File: src/rtl/nes_joypad_pkg.sv
// nes_joypad_pkg: reader state encoding, button bit positions and default pad timing
package nes_joypad_pkg;
  typedef enum logic [2:0] {IDLE, LATCH, GAP, PULSE, DONE} state_t;
  localparam int BTN_A = 0;
  localparam int BTN_B = 1;
  localparam int BTN_SELECT = 2;
  localparam int BTN_START = 3;
  localparam int BTN_UP = 4;
  localparam int BTN_DOWN = 5;
  localparam int BTN_LEFT = 6;
  localparam int BTN_RIGHT = 7;
  localparam int LATCH_CYCLES_DEF = 300;
  localparam int HALF_CYCLES_DEF = 150;
  localparam int POLL_CYCLES_DEF = 416667;
  function automatic int max3(int a, int b, int c);
    return (a > b) ? ((a > c) ? a : c) : ((b > c) ? b : c);
  endfunction
endpackage

File: src/rtl/joypad_reader_if.sv
// joypad_reader_if: pad wires plus host-side button bytes and frame handshake
interface joypad_reader_if;
  logic poll_now;
  logic pad_data_1;
  logic pad_data_2;
  logic pad_latch;
  logic pad_clk;
  logic [7:0] joycon_1;
  logic [7:0] joycon_2;
  logic joy_valid;
  logic busy;
  modport master(
    input poll_now, pad_data_1, pad_data_2,
    output pad_latch, pad_clk, joycon_1, joycon_2, joy_valid, busy
  );
  modport slave(
    output poll_now, pad_data_1, pad_data_2,
    input pad_latch, pad_clk, joycon_1, joycon_2, joy_valid, busy
  );
endinterface

File: src/rtl/sync2.sv
// sync2: two-flop synchronizer; resets to 1, the idle level of an unpressed pad line
module sync2 (
  input  logic clk,
  input  logic rst,
  input  logic d,
  output logic q
);
  logic m;
  always_ff @(posedge clk) begin
    if (!rst) {q, m} <= 2'b11;
    else {q, m} <= {m, d};
  end
endmodule

File: src/rtl/joypad_reader.sv
// joypad_reader: polls two NES pads over a shared latch/clock and registers their button bytes.
// Define JOYPAD_DEBOUNCE_EN to accept a pad's byte only after two identical consecutive frames.
module joypad_reader
  import nes_joypad_pkg::*;
#(
  parameter int LATCH_CYCLES = LATCH_CYCLES_DEF,
  parameter int HALF_CYCLES = HALF_CYCLES_DEF,
  parameter int POLL_CYCLES = POLL_CYCLES_DEF
) (
  input logic clk,
  input logic rst,
  joypad_reader_if.master bus
);
  localparam int CW = $clog2(max3(LATCH_CYCLES, HALF_CYCLES, POLL_CYCLES));
  state_t state;
  logic [CW-1:0] cnt;
  logic [CW-1:0] tmr;
  logic [2:0] idx;
  logic [7:0] sh_1, sh_2;
  logic s_1, s_2;
  logic expire, start;
`ifdef JOYPAD_DEBOUNCE_EN
  logic [7:0] prev_1, prev_2;
`endif
  sync2 u_sync_1 (.clk(clk), .rst(rst), .d(bus.pad_data_1), .q(s_1));
  sync2 u_sync_2 (.clk(clk), .rst(rst), .d(bus.pad_data_2), .q(s_2));
  // poll timer counts down: POLL_CYCLES-1 is phase 0, zero is the expiry phase
  assign expire = tmr == '0;
  assign start = (state == IDLE) && (bus.poll_now || expire);
  always_ff @(posedge clk) begin
    if (!rst) begin
      state <= IDLE;
      cnt <= '0;
      tmr <= CW'(POLL_CYCLES - 1);
      idx <= '0;
      sh_1 <= '0;
      sh_2 <= '0;
      bus.pad_latch <= 1'b0;
      bus.pad_clk <= 1'b0;
      bus.joycon_1 <= '0;
      bus.joycon_2 <= '0;
      bus.joy_valid <= 1'b0;
      bus.busy <= 1'b0;
`ifdef JOYPAD_DEBOUNCE_EN
      prev_1 <= '0;
      prev_2 <= '0;
`endif
    end else begin
      tmr <= (expire || (start && bus.poll_now)) ? CW'(POLL_CYCLES - 1) : tmr - 1'b1;
      bus.joy_valid <= 1'b0;
      case (state)
        IDLE: if (start) begin
          state <= LATCH;
          cnt <= CW'(LATCH_CYCLES - 1);
          bus.pad_latch <= 1'b1;
          bus.busy <= 1'b1;
        end
        LATCH: if (cnt == '0) begin
          state <= GAP;
          cnt <= CW'(HALF_CYCLES - 1);
          idx <= '0;
          bus.pad_latch <= 1'b0;
        end else cnt <= cnt - 1'b1;
        GAP: if (cnt == '0) begin
          sh_1[idx] <= ~s_1;
          sh_2[idx] <= ~s_2;
          state <= PULSE;
          cnt <= CW'(HALF_CYCLES - 1);
          bus.pad_clk <= 1'b1;
        end else cnt <= cnt - 1'b1;
        PULSE: if (cnt == '0) begin
          bus.pad_clk <= 1'b0;
          if (idx == 3'd7) begin
            state <= DONE;
            bus.joy_valid <= 1'b1;
`ifdef JOYPAD_DEBOUNCE_EN
            if (sh_1 == prev_1) bus.joycon_1 <= sh_1;
            if (sh_2 == prev_2) bus.joycon_2 <= sh_2;
            prev_1 <= sh_1;
            prev_2 <= sh_2;
`else
            bus.joycon_1 <= sh_1;
            bus.joycon_2 <= sh_2;
`endif
          end else begin
            idx <= idx + 1'b1;
            state <= GAP;
            cnt <= CW'(HALF_CYCLES - 1);
          end
        end else cnt <= cnt - 1'b1;
        DONE: begin
          state <= IDLE;
          bus.busy <= 1'b0;
        end
        default: state <= IDLE;
      endcase
    end
  end
endmodule

File: src/flat_wrapper.sv
// flat-port wrapper written by rule: the top's interface ports become plain ports
module joypad_reader_flat import nes_joypad_pkg::*;
#(
  parameter int LATCH_CYCLES = LATCH_CYCLES_DEF,
  parameter int HALF_CYCLES = HALF_CYCLES_DEF,
  parameter int POLL_CYCLES = POLL_CYCLES_DEF
)
  (clk, rst, bus_poll_now, bus_pad_data_1, bus_pad_data_2, bus_pad_latch, bus_pad_clk, bus_joycon_1, bus_joycon_2, bus_joy_valid, bus_busy);
  joypad_reader_if bus_i ();
  input logic clk;
  input logic rst;
  input wire logic [$bits(bus_i.poll_now)-1:0] bus_poll_now;
  input wire logic [$bits(bus_i.pad_data_1)-1:0] bus_pad_data_1;
  input wire logic [$bits(bus_i.pad_data_2)-1:0] bus_pad_data_2;
  output wire logic [$bits(bus_i.pad_latch)-1:0] bus_pad_latch;
  output wire logic [$bits(bus_i.pad_clk)-1:0] bus_pad_clk;
  output wire logic [$bits(bus_i.joycon_1)-1:0] bus_joycon_1;
  output wire logic [$bits(bus_i.joycon_2)-1:0] bus_joycon_2;
  output wire logic [$bits(bus_i.joy_valid)-1:0] bus_joy_valid;
  output wire logic [$bits(bus_i.busy)-1:0] bus_busy;
  assign bus_i.poll_now = bus_poll_now;
  assign bus_i.pad_data_1 = bus_pad_data_1;
  assign bus_i.pad_data_2 = bus_pad_data_2;
  assign bus_pad_latch = bus_i.pad_latch;
  assign bus_pad_clk = bus_i.pad_clk;
  assign bus_joycon_1 = bus_i.joycon_1;
  assign bus_joycon_2 = bus_i.joycon_2;
  assign bus_joy_valid = bus_i.joy_valid;
  assign bus_busy = bus_i.busy;
  joypad_reader #(.LATCH_CYCLES(LATCH_CYCLES), .HALF_CYCLES(HALF_CYCLES), .POLL_CYCLES(POLL_CYCLES)) u_core (.clk(clk), .rst(rst), .bus(bus_i));
endmodule
File: config.mk
export PLATFORM = sky130hd
export DESIGN_NAME = joypad_reader_flat
export DESIGN_NICKNAME = d
export VERILOG_FILES = /design/src/rtl/nes_joypad_pkg.sv /design/src/rtl/joypad_reader_if.sv /design/src/rtl/sync2.sv /design/src/rtl/joypad_reader.sv /design/src/flat_wrapper.sv
export SDC_FILE = /design/constraint.sdc
export NUM_CORES = 1
export LEC_CHECK = 0
export ABC_AREA = 1
export CAP_MARGIN = 20
export CORE_ASPECT_RATIO = 1.4
export CORE_MARGIN = 5
export CORE_UTILIZATION = 48
export CTS_BUF_LIST = sky130_fd_sc_hd__clkbuf_16
export DETAILED_ROUTE_END_ITERATION = 6
export PLACE_DENSITY = 0.64
export SETUP_SLACK_MARGIN = 0.1
export SLEW_MARGIN = 10
export SYNTH_ARGS = -nofsm -noshare
export SYNTH_HDL_FRONTEND = slang
export SYNTH_SLANG_ARGS = --single-unit
File: constraint.sdc
create_clock -name clk -period 2.5 [get_ports clk]
set_input_delay 0.5 -clock clk [delete_from_list [all_inputs] [get_ports clk]]
set_output_delay 0.5 -clock clk [all_outputs]
set_load 0.02 [all_outputs]
==> results.cfg <==
[run_status]
status = complete, no violations

[placed_design]
place_congestion = 0.852
portBuffers = 24
dpl.hpwl_um = 6510

[floorplan]
initial_utilization_pct = 49.0
rows = 40
ios = 25
die_h_um = 121
die_area_sq_um = 10700
core_sq_um = 8560
fp.dieW_um = 89.0

[detailed_routing]
wirelength_um = 8850
vias_per_cell = 5.02
routedWlPerCell_um = 12.3
postRouteAntennaNets = 0
drt_iter0_drc = 181
drcViolationCount = 0
dr.pass1.iters = 6
vias = 3619

[cells_and_area]
final_nets = 622
drive_above_1_share_pct = 11.0
antenna_cells = 0
fillerInstances = 838
finish.utilization_pct = 56.0
area_delta_synth_final_pct = 14.3

[global_route]
grt_pass1_vias = 3424
grt_max_degree = 38
grt_use_total_pct = 17.9
grt_pass1_wl_um = 15400
antenna_found_initial = 0
grt-ovfl-total = 0

[sta]
final-hold-violation-count = 0
final.setup_skew_ns = 0.00681
grt_setup_unrepaired = false
fin_crit_ns = 1.97
finalSetupViolations = 0
timing.setup.tns_ns = 0
fmax_mhz = 508
drv_slew = 0
max_slew_margin_pct = 66.1
worstMarginPinSlew_ns = 0.507
timing.final.crit_share_pct = 78.8
whs_ns = 0.410

[power_and_ir_drop]
irDropWorstVdd_v = 0.000470
clockPowerShare_pct = 29.4
switchingPower_mw = 1.63
switching_share_pct = 37.6
combPwrFrac_pct = 33.9
power_density_nw_per_um2 = 901
p_leak_nw = 1.89
p_int_mw = 2.69
seqPwrFrac_pct = 36.7

[clocking]
clockBufferDepth = 2
cts_tree = done
root_buffer = clkbuf_16
path_clk_slew_ns = 0.06
clk_latency_ns = 0.33
postCtsHoldBufs = 0
cts_sinks = 84
h-tree-depth = 3
cts_setup_buffers = 0
cts_made_buffers = 9
ctsResizeCount = 0

[yosys]
synth_commonest_cells = 136 x nand2_1, 108 x nor2_1, 84 x dfxtp_1
synth_area_per_cell_sq_um = 7.15
synth_most_common_cell = nand2_1
synth_area_leaders = dfxtp_1 40%, nand2_1 12%, nor2_1 9.7%, inv_1 4.7%, a21oi_1 4.3%
ys.flop_type = dfxtp_1
syn_area_sq_um = 4190
synth_edf_count = 0
yosys_warnings = 0
syn_inst = 586
ys_ff_latch = 84
synth_cell_type_count = 33
post-synth-top-area-cell = dfxtp_1
async_reset_ff_share_pct = 0
ys_seq_area_share_pct = 40.1
yosysTopAreaCellShare_pct = 40.1
synth_nets = 597

[worst_setup_path]
crit_required_ns = 2.73
path_cells = ha_1, ha_1, nand3_2, nor2_4, nand4_4, nand3_4, nand2_1, nand2_1, nor2_1
cp_max_fo = 26
critPathKind = reg -> reg
crit_buf_inv = 0
cp_slowest_cell = dfxtp_1
arrival_ns = 2.20
cp-end-kind = register
cp_slowest_stage_delay_ns = 0.45
start_kind = register
crit_family = simple AND/OR/NAND/NOR gates

[worst_hold_path]
worst_hold_path_type = reg -> reg

[flow_run]
drv_cap = 0
## cell type report
type	count	area (sq um)	area share, %
timing repair buffer	28	270	5.64
tap	105	131	2.74
clock buffer	9	225	4.70
clock inverter	7	60.1	1.25
sequential	84	1680	35.1
multi-input combinational	427	2190	45.8
inverter	61	229	4.78
## state kept, by name (all words and copies together) (netlist names), 3 cells and up
register             count
u_core.sh_2              8
u_core.bus.joycon_1      8
u_core.sh_1              8
u_core.bus.joycon_2      8
u_core.state             3
u_core.tmr              19
u_core.cnt              19
u_core.idx               3
## power by group through the flow
stage,combinational (mW),clock [mW],sequential (mW)
after floorplan,1.19,0,1.60
final,1.47,1.27,1.58
after detailed placement,1.47,0,1.61
after global placement,1.45,0,1.61
after CTS,1.48,1.30,1.59
after global routing,1.67,1.36,1.60
## through the flow
step / power, mW / instance area (sq um) / worst slack [ns] / instances
floorplan: 2.79 / 4190 / 0.892 / 586
global placement: 3.06 / 4510 / 0.573 / 705
detailed placement: 3.08 / 4510 / 0.521 / 705
CTS: 4.36 / 4790 / 0.495 / 721
global route: 4.64 / 4790 / 0.320 / 721
finish: 4.32 / 4790 / 0.530 / 721
## cell families (layout without fill, tap and decap cells)
group / after synthesis / after routing / share of synthesized area (%)
adders and majority gates: 6 / 6 / 1.79
DFF: 84 / 84 / 40.1
xor gates and xnor gates: 13 / 13 / 2.72
buffers and inverters: 75 / 105 / 7.52
AOI/OAI and AO/OA: 80 / 80 / 10.6
and+or+nand+nor: 328 / 328 / 37.2
## path summary, 6_finish.rpt
kind	startpoint	to	slack [ns]	cells after the start
min reg2reg	u_core.tmr[0]	u_core.tmr[0]	0.41	1
max reg2reg	u_core.idx[1]	u_core.cnt[14]	0.53	9
min	u_core.tmr[0]	u_core.tmr[0]	0.41	1
max	u_core.idx[1]	u_core.cnt[14]	0.53	9
## routing by layer
metal  wire length [um]  track usage, %  vias up
li1                   -               -     1907
met1               3990            21.3     1648
met2               4440            31.3       53
met3                295            3.82       11
met4                130            6.15        0
met5                  0               0        -
## cells in the final DEF, fill, tap and decap left out, drive strengths merged
master         instances
a21o                   1
clkinv                11
nand4                 11
dfxtp                 84
inv                   55
nand3                 32
clkdlybuf4s50         24
a211oi                 3
nor2                 125
xnor2                  4
buf                    4
clkbuf                 9
xor2                   9
o21ai                 30
nand2                141
clkinvlp               1
ha                     6
o21bai                 2
nor3b                  1
a21oi                 44
or2                    5
nor3                  13
bufinv                 1
No activity file was read; power rests on OpenSTA's default activity.
==> edit (config.mk and constraints unchanged) <==
Change the package constant `HALF_CYCLES_DEF` from 150 to 75.
--- a/src/rtl/nes_joypad_pkg.sv
+++ b/src/rtl/nes_joypad_pkg.sv
@@ -10,7 +10,7 @@
   localparam int BTN_LEFT = 6;
   localparam int BTN_RIGHT = 7;
   localparam int LATCH_CYCLES_DEF = 300;
-  localparam int HALF_CYCLES_DEF = 150;
+  localparam int HALF_CYCLES_DEF = 75;
   localparam int POLL_CYCLES_DEF = 416667;
   function automatic int max3(int a, int b, int c);
     return (a > b) ? ((a > c) ? a : c) : ((b > c) ? b : c);
Function: same outputs for any inputs over 10 cycles, from zero or initial values and one cycle with rst low; that may be too few to reach the edited logic, so the function may still have changed.
==> edit against the original RTL <==
- area after synthesis fell by 3.8%
- sequential cell count unchanged
- sequential power is 6% lower
- global-route usage rose by 1.4 points
- power is 13% lower
- design area decreased by 2.8%
- wire length grew 4.5%
- worst setup slack improved by 0.044 ns
- die area is 3.4% lower
- core utilization up 0.83 points
==> edit: results (changes against the original RTL) <==
drive_gt1_share_pct: 7.55  # was 11.0%
dp_slack_ns: 0.481  # was 0.521 ns
avgViaCountPerCell: 5.21  # was 5.02
crit_end: "u_core.cnt[6]"  # was u_core.cnt[14]
synthTopCellsByArea: "dfxtp_1 (42%), nand2_1 (11%), nand3_1 (7.9%)"  # was dfxtp_1 (40%), nand2_1 (12%), nor2_1 (9.7%)
multiInputGateArea_mm2: 0.00203  # was 0.00219 mm2
holdCritStartpoint: "u_core.u_sync_1.m"  # was u_core.tmr[0]
track_usage_pct: 19.4  # was 17.9%
syn_avg_cell_area_um2: 7.10  # was 7.15 um2
crit_arrival_ns: 2.16  # was 2.20 ns
wirelength_um: 9250  # was 8850 um
crit_fanout: 23  # was 26
outcome: "finished, final reports clean"  # unchanged
ys_top_cells_by_count: "nand2_1 (118), dfxtp_1 (84), nor2_1 (65)"  # was nand2_1 (136), nor2_1 (108), dfxtp_1 (84)
p_leak_uw: 0.00186  # was 0.00189 uW
hold_slack_ns: 0.416  # was 0.410 ns
hpwl_um: 6660  # was 6510 um
grt_max_degree: 26  # was 38
seq_share_pct: 36.1  # was 35.1%
min_to: "u_core.u_sync_1.q"  # was u_core.tmr[0]
ys_types: 31  # was 33
syn_inst: 568  # was 586
drtIter0Drc: 211  # was 181
first_pass_iters: 4  # was 6
ir_drop_mv: 0.486  # was 0.470 mV
place_area_mm2: 0.00434  # was 0.00451 mm2
-- edit: cell count changes after synthesis, sizes merged, moves of 2 or more --
cell    unedited run  this run
nor2             125        75
inv               53        56
nand2            141       122
clkbuf             5        10
xor2               9        13
nand4             11         9
a21oi             44        60
nand3             32        67
a211oi             3         0
clkinv             8         1
nor4               0         2
xnor2              4         0
-- edit: power by group through the flow --
stage	Sequential, uW	Clock, uW	Combinational, uW
global placement	1520	0	837
CTS	1490	1440	855
global route	1500	1500	970
floorplan	1510	0	673
detailed placement	1520	0	850
finish	1490	1420	851
-- edit: kinds of logic (layout without fill, tap and decap cells) --
group | Yosys count | count (layout)
AOI/OAI and AO/OA | 95 | 95
xor gates and xnor gates | 13 | 13
adders and majority gates | 6 | 6
buffers and inverters | 75 | 103
DFF | 84 | 84
and+or+nand+nor | 295 | 295
